--- src/rtl/lieat_sram_rd_arb_pkg.sv ---
// ---------------------------------------------------------------------------
// lieat_sram_rd_arb_pkg
// Shared definitions for the SRAM read-path arbiter:
//   - XLEN           : data/address width of the read path
//   - SIZE_B/H/W     : AXI ARSIZE codes for byte, halfword and word accesses
//   - M0_ID_DEF/M1_ID_DEF : default ARIDs for the IFU and LSU masters
//   - rd_state_e     : arbiter FSM encoding (2'd3 is unreachable)
//   - ar_req_t       : latched AR payload (address, size, id)
// ---------------------------------------------------------------------------
package lieat_sram_rd_arb_pkg;

    localparam int XLEN = 32;

    localparam logic [2:0] SIZE_B = 3'b000;
    localparam logic [2:0] SIZE_H = 3'b001;
    localparam logic [2:0] SIZE_W = 3'b010;

    localparam logic [3:0] M0_ID_DEF = 4'd0;
    localparam logic [3:0] M1_ID_DEF = 4'd1;

    typedef enum logic [1:0] {
        ST_IDLE   = 2'd0,
        ST_AR     = 2'd1,
        ST_R      = 2'd2,
        ST_UNUSED = 2'd3
    } rd_state_e;

    typedef struct packed {
        logic [XLEN-1:0] addr;
        logic [2:0]      size;
        logic [3:0]      id;
    } ar_req_t;

endpackage

--- src/rtl/lieat_sram_rd_arb_rr.sv ---
// ---------------------------------------------------------------------------
// lieat_rr_arb2
// Two-input round-robin grant with its own last_grant register.
//   clk, rst   : clock, synchronous active-high reset
//   req[1:0]   : request vector (bit 0 = M0, bit 1 = M1)
//   upd        : pulse to record a completed grant
//   upd_idx    : index of the master that completed
//   gnt_vld    : at least one request present
//   gnt_idx    : index of the granted master (valid when gnt_vld)
// last_grant resets to M1 so that M0 wins the first tie.
// ---------------------------------------------------------------------------
module lieat_rr_arb2 (
    input  logic       clk,
    input  logic       rst,
    input  logic [1:0] req,
    input  logic       upd,
    input  logic       upd_idx,
    output logic       gnt_vld,
    output logic       gnt_idx
);

    logic last_q;

    always_ff @(posedge clk) begin
        if (rst) begin
            last_q <= 1'b1;
        end else if (upd) begin
            last_q <= upd_idx;
        end
    end

    // A lone requester always wins; on a tie the master that did not
    // complete most recently wins.
    always_comb begin
        gnt_vld = |req;
        gnt_idx = 1'b0;
        if (req == 2'b11) begin
            gnt_idx = ~last_q;
        end else if (req[1]) begin
            gnt_idx = 1'b1;
        end
    end

endmodule

--- src/rtl/lieat_sram_rd_arb.sv ---
// ---------------------------------------------------------------------------
// lieat_sram_rd_arb
// Merges the IFU (M0) and LSU (M1) read masters onto the single SRAM AXI
// AR/R channel pair, one outstanding read at a time.
//
// Ports:
//   clk, rst                   clock, synchronous active-high reset
//   m0_ar{valid,ready,addr}    IFU read request (size fixed to M0_SIZE)
//   m0_r{valid,ready,data}     IFU read response
//   m1_ar{valid,ready,addr,size} LSU read request
//   m1_r{valid,ready,data}     LSU read response
//   s_ar{valid,ready,addr,size,id} SRAM read address channel
//   s_r{valid,ready,data,id}   SRAM read data channel (rid not used to route)
//   dbg_state                  current FSM state (IDLE=0, AR=1, R=2)
//
// Handshake semantics: every channel transfers on the cycle where both
// valid and ready are high at the rising edge; a valid source holds its
// payload stable until that cycle.
//
// Flow: IDLE (arbitrate, latch winner's request) -> AR (present to SRAM
// until accepted) -> R (route the single beat to the owner) -> IDLE.
// ---------------------------------------------------------------------------
module lieat_sram_rd_arb
    import lieat_sram_rd_arb_pkg::*;
#(
    parameter logic [3:0] M0_ID   = M0_ID_DEF,
    parameter logic [3:0] M1_ID   = M1_ID_DEF,
    parameter logic [2:0] M0_SIZE = SIZE_W
) (
    input  logic            clk,
    input  logic            rst,

    input  logic            m0_arvalid,
    output logic            m0_arready,
    input  logic [XLEN-1:0] m0_araddr,
    output logic            m0_rvalid,
    input  logic            m0_rready,
    output logic [XLEN-1:0] m0_rdata,

    input  logic            m1_arvalid,
    output logic            m1_arready,
    input  logic [XLEN-1:0] m1_araddr,
    input  logic [2:0]      m1_arsize,
    output logic            m1_rvalid,
    input  logic            m1_rready,
    output logic [XLEN-1:0] m1_rdata,

    output logic            s_arvalid,
    input  logic            s_arready,
    output logic [XLEN-1:0] s_araddr,
    output logic [2:0]      s_arsize,
    output logic [3:0]      s_arid,
    input  logic            s_rvalid,
    output logic            s_rready,
    input  logic [XLEN-1:0] s_rdata,
    input  logic [3:0]      s_rid,

    output logic [1:0]      dbg_state
);

    rd_state_e state_q, state_d;
    logic      owner_q;
    ar_req_t   ar_q;

    logic      gnt_vld;
    logic      gnt_idx;
    logic      is_idle;
    logic      is_ar;
    logic      is_r;
    logic      m_ar_hs;
    logic      r_hs;

    // The unused encoding behaves exactly like IDLE.
    assign is_ar   = (state_q == ST_AR);
    assign is_r    = (state_q == ST_R);
    assign is_idle = !is_ar && !is_r;

    lieat_rr_arb2 u_rr (
        .clk     (clk),
        .rst     (rst),
        .req     ({m1_arvalid, m0_arvalid}),
        .upd     (r_hs),
        .upd_idx (owner_q),
        .gnt_vld (gnt_vld),
        .gnt_idx (gnt_idx)
    );

    // The grant only exists when the winner is requesting, so a grant in
    // IDLE is also the master-side AR handshake.
    assign m0_arready = is_idle && gnt_vld && !gnt_idx;
    assign m1_arready = is_idle && gnt_vld &&  gnt_idx;
    assign m_ar_hs    = is_idle && gnt_vld;

    // SRAM side
    assign s_arvalid = is_ar;
    assign s_araddr  = ar_q.addr;
    assign s_arsize  = ar_q.size;
    assign s_arid    = ar_q.id;

    assign s_rready  = is_r && (owner_q ? m1_rready : m0_rready);
    assign m0_rvalid = is_r && !owner_q && s_rvalid;
    assign m1_rvalid = is_r &&  owner_q && s_rvalid;
    assign m0_rdata  = s_rdata;
    assign m1_rdata  = s_rdata;
    assign r_hs      = is_r && s_rvalid && s_rready;

    assign dbg_state = state_q;

    // Next-state logic
    always_comb begin
        state_d = state_q;
        case (state_q)
            ST_AR: begin
                if (s_arready) begin
                    state_d = ST_R;
                end
            end
            ST_R: begin
                if (r_hs) begin
                    state_d = ST_IDLE;
                end
            end
            default: begin
                state_d = m_ar_hs ? ST_AR : ST_IDLE;
            end
        endcase
    end

    always_ff @(posedge clk) begin
        if (rst) begin
            state_q <= ST_IDLE;
        end else begin
            state_q <= state_d;
        end
    end

    // Owner and AR payload are captured only on the master handshake and
    // stay stable through AR and R.
    always_ff @(posedge clk) begin
        if (rst) begin
            owner_q <= 1'b0;
            ar_q    <= '0;
        end else if (m_ar_hs) begin
            owner_q   <= gnt_idx;
            ar_q.addr <= gnt_idx ? m1_araddr : m0_araddr;
            ar_q.size <= gnt_idx ? m1_arsize : M0_SIZE;
            ar_q.id   <= gnt_idx ? M1_ID     : M0_ID;
        end
    end

`ifndef SYNTHESIS
    // The SRAM must answer with the id it was given; routing relies on
    // owner_q alone, so a mismatch means the slave and arbiter disagree.
    a_rid_match: assert property (@(posedge clk) disable iff (rst)
        r_hs |-> (s_rid == ar_q.id));
`endif

endmodule

--- config.mk ---
export PLATFORM = sky130hd
export DESIGN_NAME = lieat_sram_rd_arb
export DESIGN_NICKNAME = d
export VERILOG_FILES = /design/src/rtl/lieat_sram_rd_arb_pkg.sv /design/src/rtl/lieat_sram_rd_arb_rr.sv /design/src/rtl/lieat_sram_rd_arb.sv
export SDC_FILE = /design/constraint.sdc
export NUM_CORES = 1
export LEC_CHECK = 0
export CORE_MARGIN = 4
export CORE_UTILIZATION = 30
export DETAILED_ROUTE_END_ITERATION = 8
export GPL_ROUTABILITY_DRIVEN = 0
export PLACE_DENSITY = 0.82
export SLEW_MARGIN = 40
export SYNTH_ARGS = -nofsm -noshare
export SYNTH_HDL_FRONTEND = slang
export SYNTH_SLANG_ARGS = --single-unit
export TNS_END_PERCENT = 5
--- constraint.sdc ---
create_clock -name clk -period 2.1 [get_ports clk]
set_clock_uncertainty 0.15 [all_clocks]
set_input_delay 0.63 -clock clk [delete_from_list [all_inputs] [get_ports clk]]
set_output_delay 0.63 -clock clk [all_outputs]
set_load 0.1 [all_outputs]
Yosys cells after proc, flatten, opt, wreduce, memory -nomap -nowiden
Index checks and enable logic that the tools add are counted.

storage, ports and cells
  input bits = 111
  logic and storage cells = 39
  register bits = 43

operators by class
  eq/ne operators = 5
  mux-type cells = 10
  reduce and logical (&&, ||, !) cells = 17
  bitwise operators = 1

operators with widths
  kind                                           number
  two-way mux 32 bit                             1
  logical AND 1 bit                              11
  two-way mux 1 bit                              5
  == test 2 bit, second input constant           2
  zero test 1 bit                                4
  two-way mux 2 bit                              2
  one-hot mux 2 bit (2 select lines)             1
  two-way mux 3 bit                              1
  == test 2 x 1 -> 1 bit, second input constant  1
  != test 2 x 1 -> 1 bit, second input constant  1
  != test 2 bit, second input constant           1
  AND reduction 2 bit                            1
  OR reduction 2 bit                             1
  inverter 1 bit                                 1

Longest topological paths before layout
Gate-level depths: netlist of the first run.

  depth in word-level cells = 6
  depth in mapped cells = 7

Modules after synthesis
A second synthesis of the first run with hierarchy kept.

unflattened totals
  cell total of the unflattened synthesis = 260
  area, all modules = 2,379.8 µm²

by module, submodules not included
  module             sequential area each (µm²)  times used  cells each  area an instance (µm²)
  lieat_sram_rd_arb  760.7                       1           255         2,331.0
  lieat_rr_arb2      20.0                        1           5           48.8

Worst setup path after synthesis of the first run
OpenSTA, ideal clock, no wires.

  path type = register -> output
  start = register state_q[1] (netlist: dbg_state[1])
  end = output port m0_rvalid
  cell stages (with the launch flop) = 4
  setup slack = -1,391 ps
  arrival = 2,711 ps
  data required time = 1,320 ps
  path buffers = 0
  cell sequence = dfxtp_1 -> ha_1 -> nand2_1 -> nor2_1

on the way
  word-level cells in the longest chain between the ends = 3

RTL lines
  item                            RTL line                  RTL
  start, declared                 lieat_sram_rd_arb.sv:61   rd_state_e state_q, state_d;
  start signal, assigned          lieat_sram_rd_arb.sv:133  state_q <= state_d;
  == test 2 bit                   lieat_sram_rd_arb.sv:75   assign is_r = (state_q == ST_R);
  logical AND 1 bit (2 in a row)  lieat_sram_rd_arb.sv:101  assign m0_rvalid = is_r && !owner_q && s_rvalid;
  end, declared                   lieat_sram_rd_arb.sv:36   output logic m0_rvalid,

Every way passes these cells.

Worst setup path after layout of the first run
  start = input port m0_arvalid
  end = output port m1_arready

on the way
  word-level cells in the longest chain between the ends = 3

RTL lines
  item                                                    RTL line                                                RTL
  start, declared                                         lieat_sram_rd_arb.sv:33                                 input logic m0_arvalid,
  == test 2 bit or OR reduction 2 bit (tied branches)     lieat_sram_rd_arb_rr.sv:37, lieat_sram_rd_arb_rr.sv:35
  two-way mux 1 bit or logical AND 1 bit (tied branches)  lieat_sram_rd_arb_rr.sv:37, lieat_sram_rd_arb.sv:91
  logical AND 1 bit (*)                                   lieat_sram_rd_arb.sv:91                                 assign m1_arready = is_idle && gnt_vld && gnt_idx;
  end, declared                                           lieat_sram_rd_arb.sv:41                                 output logic m1_arready,

Mark *: on every way between the ends. The rest lies on a longest branch, timed or not.

==> impl_metrics.toml, run 1 <==
[setup_path]
worst_setup_path_end_kind = "primary output"
critical_path_class = "input pin to primary output"
cp_max_fo = 4
critPathSlowestCell = "clkdlybuf4s15_2"
critical_path_buf_inv_count = 3
critical_path.max_stage_delay_ns = 0.22
start_kind = "input pin"
critical_path.top_delay_family = "buffers and inverters"
cp.arrival_ns = 1.36
cp.required_ns = 1.32
path_cells = "clkdlybuf4s15_2, a21boi_4, nand2_2, clkinvlp_4, buf_12"

[synthesis]
ys_seq_elements = 39
synth.avg_cell_area_um2 = 9.77
ys_types = 29
ys_seq_area_frac = 0.346
syn_area_um2 = 2260
yosysWarnings = 0
syn_inst = 231

[clock_network]
cts_max_level = 2
cts_inserted_buffers = 5
cts_tree = "yes"
clock-root-buffer = "clkbuf_8"
cts_sinks = 39
worst_skew_pair.late_latency_ns = 0.28
clockBufferDepth = 2
path_clk_slew_ns = 0.08

[finish]
layout_commonest_cell = "clkdlybuf4s50_1"
final_cell_mix = "clkdlybuf4s50_1 (69), buf_12 (47), dfxtp_1 (36)"
fillers = 640
drive_gt1_frac = 0.324
area_growth_syn_to_layout_pct = 64.7
n_antenna_cell = 0
final_cells = 392
nets = 405

[placement]
placed_cells = 379
dp_hpwl_mm = 6.29
dp_slack_ns = -0.397
portBuffers = 118

[global_routing]
grt_max_degree = 35
grt_pass1_vias = 1998
grt_usage = 0.166
overflow = 0
antenna_found_initial = 0
grt_first_pass_wirelength_mm = 11.3

[die]
initial_utilization = 0.309
rows = 31
die_h_um = 94.7
pin_count = 222
die_w_um = 94.7
core_area_um2 = 7290
die-area_um2 = 8970

[status]
violations = "negative setup slack"
status = "finished with violations"

[timing]
final_min_period_over_clock_period = 1.02
slew_violations = 0
hold_violations = 0
setup_ws_ns = -0.0370
setup_viol = 2
timing.fmax_mhz = 468
min_period_ns = 2.14
fin_tns_setup_ns = -0.0694
rsz0062_at_grt = "yes"

[routing]
drc = 0
vias = 1970
post_drt_wl_per_cell_um = 19.7
drt-pass1-iter-count = 4
routed_via_density = 5.03
ant_nets = 0
drt_iter0_markers = 73
wl_mm = 7.71

[power_and_ir_drop]
powerDensity_nw_per_um2 = 942
ir_worst_vdd_mv = 0.544
leakagePower_nw = 1.36

[job]
max_cap_violations = 0

[hold_path]
hp-class = "register to register"
-- logic make-up after synthesis --
kind of cell               Yosys count  share of synthesized area
adders and majority gates            2                     0.0111
DFF                                 39                      0.346
other                                1                    0.00166
muxes                                2                    0.00943
buffers and inverters               92                      0.289
and+or+nand+nor                     21                     0.0505
AOI/OAI and AO/OA                   74                      0.292
-- repair_timing --
action	CTS	global route
gates resized for setup	11	7
setup buffers	0	5
pin swaps	2	2
hold buffers	0	0
endpoints found under the setup margin	5	5
-- Yosys cell counts --
| cell type | count | share of area |
|---|---|---|
| a21boi_4 | 1 | 0.0083 |
| a21oi_1 | 2 | 0.0044 |
| a221oi_2 | 1 | 0.0067 |
| a32oi_1 | 34 | 0.13 |
| and2b_1 | 2 | 0.0067 |
| and3_1 | 2 | 0.0055 |
| buf_2 | 5 | 0.011 |
| buf_4 | 72 | 0.24 |
| buf_6 | 4 | 0.020 |
| clkbuf_1 | 6 | 0.010 |
| conb_1 | 1 | 0.0017 |
| dfxtp_1 | 39 | 0.35 |
| ha_1 | 2 | 0.011 |
| inv_1 | 5 | 0.0083 |
| mux2_2 | 1 | 0.0050 |
| mux2i_1 | 1 | 0.0044 |
| nand2_1 | 4 | 0.0067 |
| nand2b_1 | 2 | 0.0055 |
| nand3b_1 | 1 | 0.0033 |
| nand4_1 | 1 | 0.0028 |
| nor2_1 | 6 | 0.010 |
| nor2b_1 | 1 | 0.0028 |
| nor3b_1 | 1 | 0.0033 |
| nor4b_1 | 1 | 0.0039 |
| o21a_1 | 1 | 0.0033 |
| o21ai_0 | 1 | 0.0022 |
| o21ai_4 | 1 | 0.0072 |
| o221ai_1 | 1 | 0.0039 |
| o2bb2ai_1 | 32 | 0.12 |
-- layout make-up --
class	count	area, um^2	share of cell area
Clock buffer	7	96.3	0.0259
Clock inverter	1	6.26	0.00168
Inverter	5	22.5	0.00606
Multi-Input combinational cell	102	870	0.234
Sequential cell	39	790	0.212
Tap cell	99	124	0.0333
Timing Repair Buffer	139	1810	0.487
-- report_power, final --
part / switching (mW) / internal [mW]
clock: 0.266 / 0.300
combinational: 1.20 / 0.768
sequential: 0.115 / 0.850
-- state kept, by name, indices dropped and copies added (netlist names) --
signal and count:
dbg_state 2, s_araddr 32, s_arsize 3, u_rr.last_q 1, owner_q 1
-- through the flow --
stage	utilization	area (um^2)	total power, mW	hold slack [ns]
6_report	0.510	3720	3.50	0.358
5_1_grt	0.510	3720	3.63	0.371
4_1_cts	0.505	3680	3.51	0.361
3_5_place_dp	0.491	3580	2.94	0.347
3_3_place_gp	0.491	3580	2.91	0.341
2_1_floorplan	-	2320	2.69	0.360
-- per-layer routing --
metal  share of wire  global-route usage
met5               0                   0
met4           0.017              0.0493
met3            0.12              0.0685
met2            0.52               0.301
met1            0.35               0.175
-- path summary, 6_finish.rpt --
path	startpoint	end	slack (ns)	depth (start not counted)
worst max-delay path	m0_arvalid	m1_arready	-0.04	5
worst min register to register	s_araddr[22]	s_araddr[22]	0.36	1
worst min-delay path	s_araddr[22]	s_araddr[22]	0.36	1
worst max register to register	dbg_state[0]	dbg_state[0]	0.46	4
No activity file was read; power rests on OpenSTA's default activity.
==> inputs of run 2 (changes only) <==
Settings changed: CELL_PAD_IN_SITES_DETAIL_PLACEMENT set to 0, CELL_PAD_IN_SITES_GLOBAL_PLACEMENT set to 2, CORE_UTILIZATION 30 to 15, PLACE_DENSITY 0.82 to unset, PLACE_DENSITY_LB_ADDON set to 0.1.
==> run 2 against run 1 <==
The run still ends with negative setup slack left. Worst hold slack lost 0.0035 ns. Sequential cell count is the same. Maximum frequency is 1.5% higher. Count of clock-buffer cells in the layout unchanged. Sequential share of layout area is 0.80 points lower. Combinational power barely moved. Die area is 90% higher. Power up 8.4%. Critical endpoint is now m0_arready. Largest cell class unchanged.
==> impl_metrics.toml, run 2 (synthesis gave the netlist of run 1 again) <==
[die]
pin_count = 222
die_w_um = 131
die_h_um = 131
rows = 44
core_area_um2 = 14600
die-area_um2 = 17100
initial_utilization = 0.154

[job]
max_cap_violations = 0

[setup_path]
start_kind = "register"
critical_path_class = "register to primary output"
rrSetupSlack_ns = 0.43
worst_setup_path_end_kind = "primary output"
critical_path.max_stage_delay_ns = 0.35
cp.arrival_ns = 1.32
cp.required_ns = 1.32
cp_max_fo = 3
path_cells = "inv_4, ha_4, and3_4, buf_12"
rr_worst_depth = 7
critPathSlowestCell = "dfxtp_4"

[placement]
dp_slack_ns = -0.368
dp_hpwl_mm = 5.87
portBuffers = 118

[power_and_ir_drop]
total_power_mw = 3.80
combPwrFrac = 0.517
intPower_mw = 2.14
ir_worst_vdd_mv = 0.313
leakagePower_nw = 1.38
seqPwrFrac = 0.253
switching_power_mw = 1.66
powerDensity_nw_per_um2 = 984
p_clk_frac = 0.230
switching_share = 0.436

[routing]
routed_via_density = 4.03
ant_nets = 0
wl_mm = 8.13
drt-pass1-iter-count = 4
drt_iter0_markers = 51
vias = 1917
post_drt_wl_per_cell_um = 17.1
drc = 0

[clock_network]
clockBufferDepth = 2
path_clk_slew_ns = 0.06
cts_hold_buf = 0
cts_max_level = 2
cts_inserted_buffers = 5
cts_sinks = 39
cts_tree = "yes"
clock-root-buffer = "clkbuf_16"
worst_skew_pair.late_latency_ns = 0.29

[timing]
fin_tns_setup_ns = -0.00490
setup_viol = 1
whs_ns = 0.354
rsz0062_at_grt = "yes"
slew_violations = 0
final_min_period_over_clock_period = 1.00
min_period_ns = 2.10
timing.fmax_mhz = 475
setup_ws_ns = -0.00490
hold_violations = 0

[hold_path]
hp-class = "register to register"
worst_hold_path.num_cells = 1

[finish]
utilization = 0.264
n_antenna_cell = 0
final_cell_mix = "clkdlybuf4s50_1 (69), buf_12 (46), dfxtp_1 (36)"
largest_register_ffs = 32
nets = 404
layout_commonest_cell = "clkdlybuf4s50_1"
area_growth_syn_to_layout_pct = 71.2
drive_gt1_frac = 0.318

[status]
violations = "negative setup slack"
status = "finished with violations"

[global_routing]
grt_usage = 0.0976
grt_max_degree = 35
overflow = 0
grt_first_pass_wirelength_mm = 12.4
grt_pass1_vias = 2127
antenna_found_initial = 0
run 2: worst max-delay path, delay by kind of cell, from the launching register on:
family                     cells  cell delay, ns
and+or+nand+nor                1            0.19
adders and majority gates      1            0.28
DFF                            1            0.35
buffers and inverters          2            0.21
run 2: final cells by class:
cell class                 instances  area (um^2)
fill                            1563        10800
timing repair buffer             138         1780
multi-input combinational        102          866
sequential                        39          790
tap                              184          230
clock buffer                       7          164
inverter                           5         25.0
clock inverter                     1         5.00
run 2: per-stage QoR:
stage | std cells | area (um^2)
floorplan | 233 | 2320
global placement | 464 | 3670
detailed placement | 464 | 3670
CTS | 475 | 3860
global route | 476 | 3860
finish | 476 | 3860
run 2: repair_timing:
item                                    4_1_cts  5_1_grt
endpoints found under the hold margin         0        0
pin swaps                                     1        1
gates resized for setup                      13        3
buffers inserted                              3        1
endpoints found under the setup margin        5        4
run 2: final timing paths:
| check | from | to |
|---|---|---|
| worst max register to register | dbg_state[0] | s_araddr[0] |
| worst min register to register | s_araddr[6] | s_araddr[6] |
| worst min-delay path | s_araddr[6] | s_araddr[6] |
| worst max-delay path | dbg_state[0] | m0_arready |
run 2: metal layers:
| metal | routed length, um | GRT usage | up-vias |
|---|---|---|---|
| met5 | 0 | 0 | - |
| met1 | 3330 | 0.121 | 873 |
| met2 | 3390 | 0.131 | 88 |
| li1 | - | - | 922 |
| met4 | 268 | 0.0460 | 0 |
| met3 | 1150 | 0.0622 | 34 |
run 2: power by group through the flow:
stage / registers, mW / clock network (mW) / logic [mW]
global placement: 0.981 / 0 / 1.97
global route: 0.976 / 0.953 / 2.06
floorplan: 1.67 / 0 / 1.02
detailed placement: 0.979 / 0 / 1.97
CTS: 0.962 / 0.931 / 1.99
finish: 0.962 / 0.874 / 1.96
==> inputs of run 3 (changes only) <==
Settings changed: CAP_MARGIN set to 10, CORE_MARGIN 4 to 5.
==> run 3 against run 2 <==
The run still ends with negative setup slack left. Sequential cell count stayed put. Die area is 3.1% higher. First-iteration DRC count is 31% lower. Maximum frequency is 0.48% lower. Core utilization hardly changed. Via count is 1.4% lower. Combinational power hardly changed. Setup slack worse by 0.010 ns. Largest power group unchanged.
==> impl_metrics.toml, run 3 (synthesis gave the netlist of run 1 again) <==
[finish]
n_antenna_cell = 0
multi_input_area_um2 = 872
largest_register_ffs = 32
final_area_um2 = 3850
nets = 404
layout_commonest_cell = "clkdlybuf4s50_1"
ff_latch_area_um2 = 788
final_cells = 475
area_growth_syn_to_layout_pct = 70.9
drive_gt1_frac = 0.316
utilization = 0.263
final_cell_mix = "clkdlybuf4s50_1 (69), buf_12 (46), dfxtp_1 (37)"
fillers = 1537

[setup_path]
critical_path.max_stage_delay_ns = 0.36
cp_max_fo = 4
rr_worst_depth = 7
cp.arrival_ns = 1.34
critical_path_class = "register to primary output"
critical_path.top_delay_family = "flip-flops"
worstSetupPathDepth = 4
critPathSlowestCell = "dfxtp_4"
path_cells = "inv_4, ha_4, and3_4, buf_12"
cp.required_ns = 1.32
start_kind = "register"
rr_startpoint = "dbg_state[0]"
critical_path_buf_inv_count = 2
worstSetupStartpoint = "dbg_state[0]"
worst_setup_path_end_kind = "primary output"

[die]
pin_count = 222
die_h_um = 133
die_w_um = 133
die-area_um2 = 17600
rows = 44
initial_utilization = 0.154
core_area_um2 = 14600

[clock_network]
worst_skew_pair.late_latency_ns = 0.29
path_clk_slew_ns = 0.07
cts_tree = "yes"
clockBufferDepth = 2
cts_sinks = 39
cts_hold_buf = 0
cts_max_level = 2
cts_inserted_buffers = 5
clock-root-buffer = "clkbuf_16"

[job]
max_cap_violations = 0

[routing]
wl_mm = 7.89
routed_via_density = 3.98
post_drt_wl_per_cell_um = 16.6
drt_iter0_markers = 35
drt-pass1-iter-count = 4
drc = 0
vias = 1891
ant_nets = 0

[global_routing]
grt_usage = 0.0903
antenna_found_initial = 0
overflow = 0
grt_pass1_vias = 2172
grt_first_pass_wirelength_mm = 12.3
grt_max_degree = 35

[placement]
dp_hpwl_mm = 5.86
placed_cells = 465
portBuffers = 118
placed_area_um2 = 3680
dp_slack_ns = -0.371

[status]
violations = "negative setup slack"
status = "finished with violations"

[timing]
final_min_period_over_clock_period = 1.01
setup_ws_ns = -0.0150
hold_violations = 0
slew_violations = 0
setup_viol = 1
rsz0062_at_grt = "yes"
min_period_ns = 2.12
fin_tns_setup_ns = -0.0150
timing.fmax_mhz = 473

[power_and_ir_drop]
leakagePower_nw = 1.37
ir_worst_vdd_mv = 0.282
powerDensity_nw_per_um2 = 979

[hold_path]
worst_hold_path.num_cells = 1
hold_start = "s_araddr[13]"
hp-class = "register to register"
-- run 3: stage by stage --
step	power [mW]	hold slack [ns]
after detailed placement	2.95	0.346
after global routing	3.94	0.364
after global placement	2.96	0.342
after floorplan	2.69	0.360
final	3.77	0.355
after CTS	3.85	0.359
-- run 3: per-layer routing --
| metal | global-route usage | up-vias | routed length (um) |
|---|---|---|---|
| li1 | - | 912 | - |
| met1 | 0.105 | 862 | 3300 |
| met2 | 0.136 | 90 | 3520 |
| met3 | 0.0501 | 27 | 907 |
| met4 | 0.0393 | 0 | 163 |
| met5 | 0 | - | 0 |
-- run 3: area by class of cell --
class | count | area share
clock buffer | 6 | 0.0389
clock inverter | 1 | 0.00195
inverter | 5 | 0.00649
multi-input combinational | 102 | 0.226
sequential | 39 | 0.204
tap | 184 | 0.0597
timing repair buffer | 138 | 0.462
-- run 3: where the power goes --
group          internal (mW)  leakage, nW  switching (mW)
registers              0.851        0.323           0.111
clock network          0.507       0.0741           0.334
logic                  0.758        0.973            1.21
-- run 3: timing repair --
item / 4_1_cts / 5_1_grt
buffers inserted: 3 / 0
setup endpoints to repair: 5 / 5
pin swaps: 2 / 0
gates resized for setup: 13 / 3
-- run 3: final timing paths --
kind	to	slack [ns]
hold reg to reg	s_araddr[13]	0.36
hold / removal	s_araddr[13]	0.36
setup reg to reg	s_araddr[19]	0.48
setup / recovery	m0_arready	-0.02
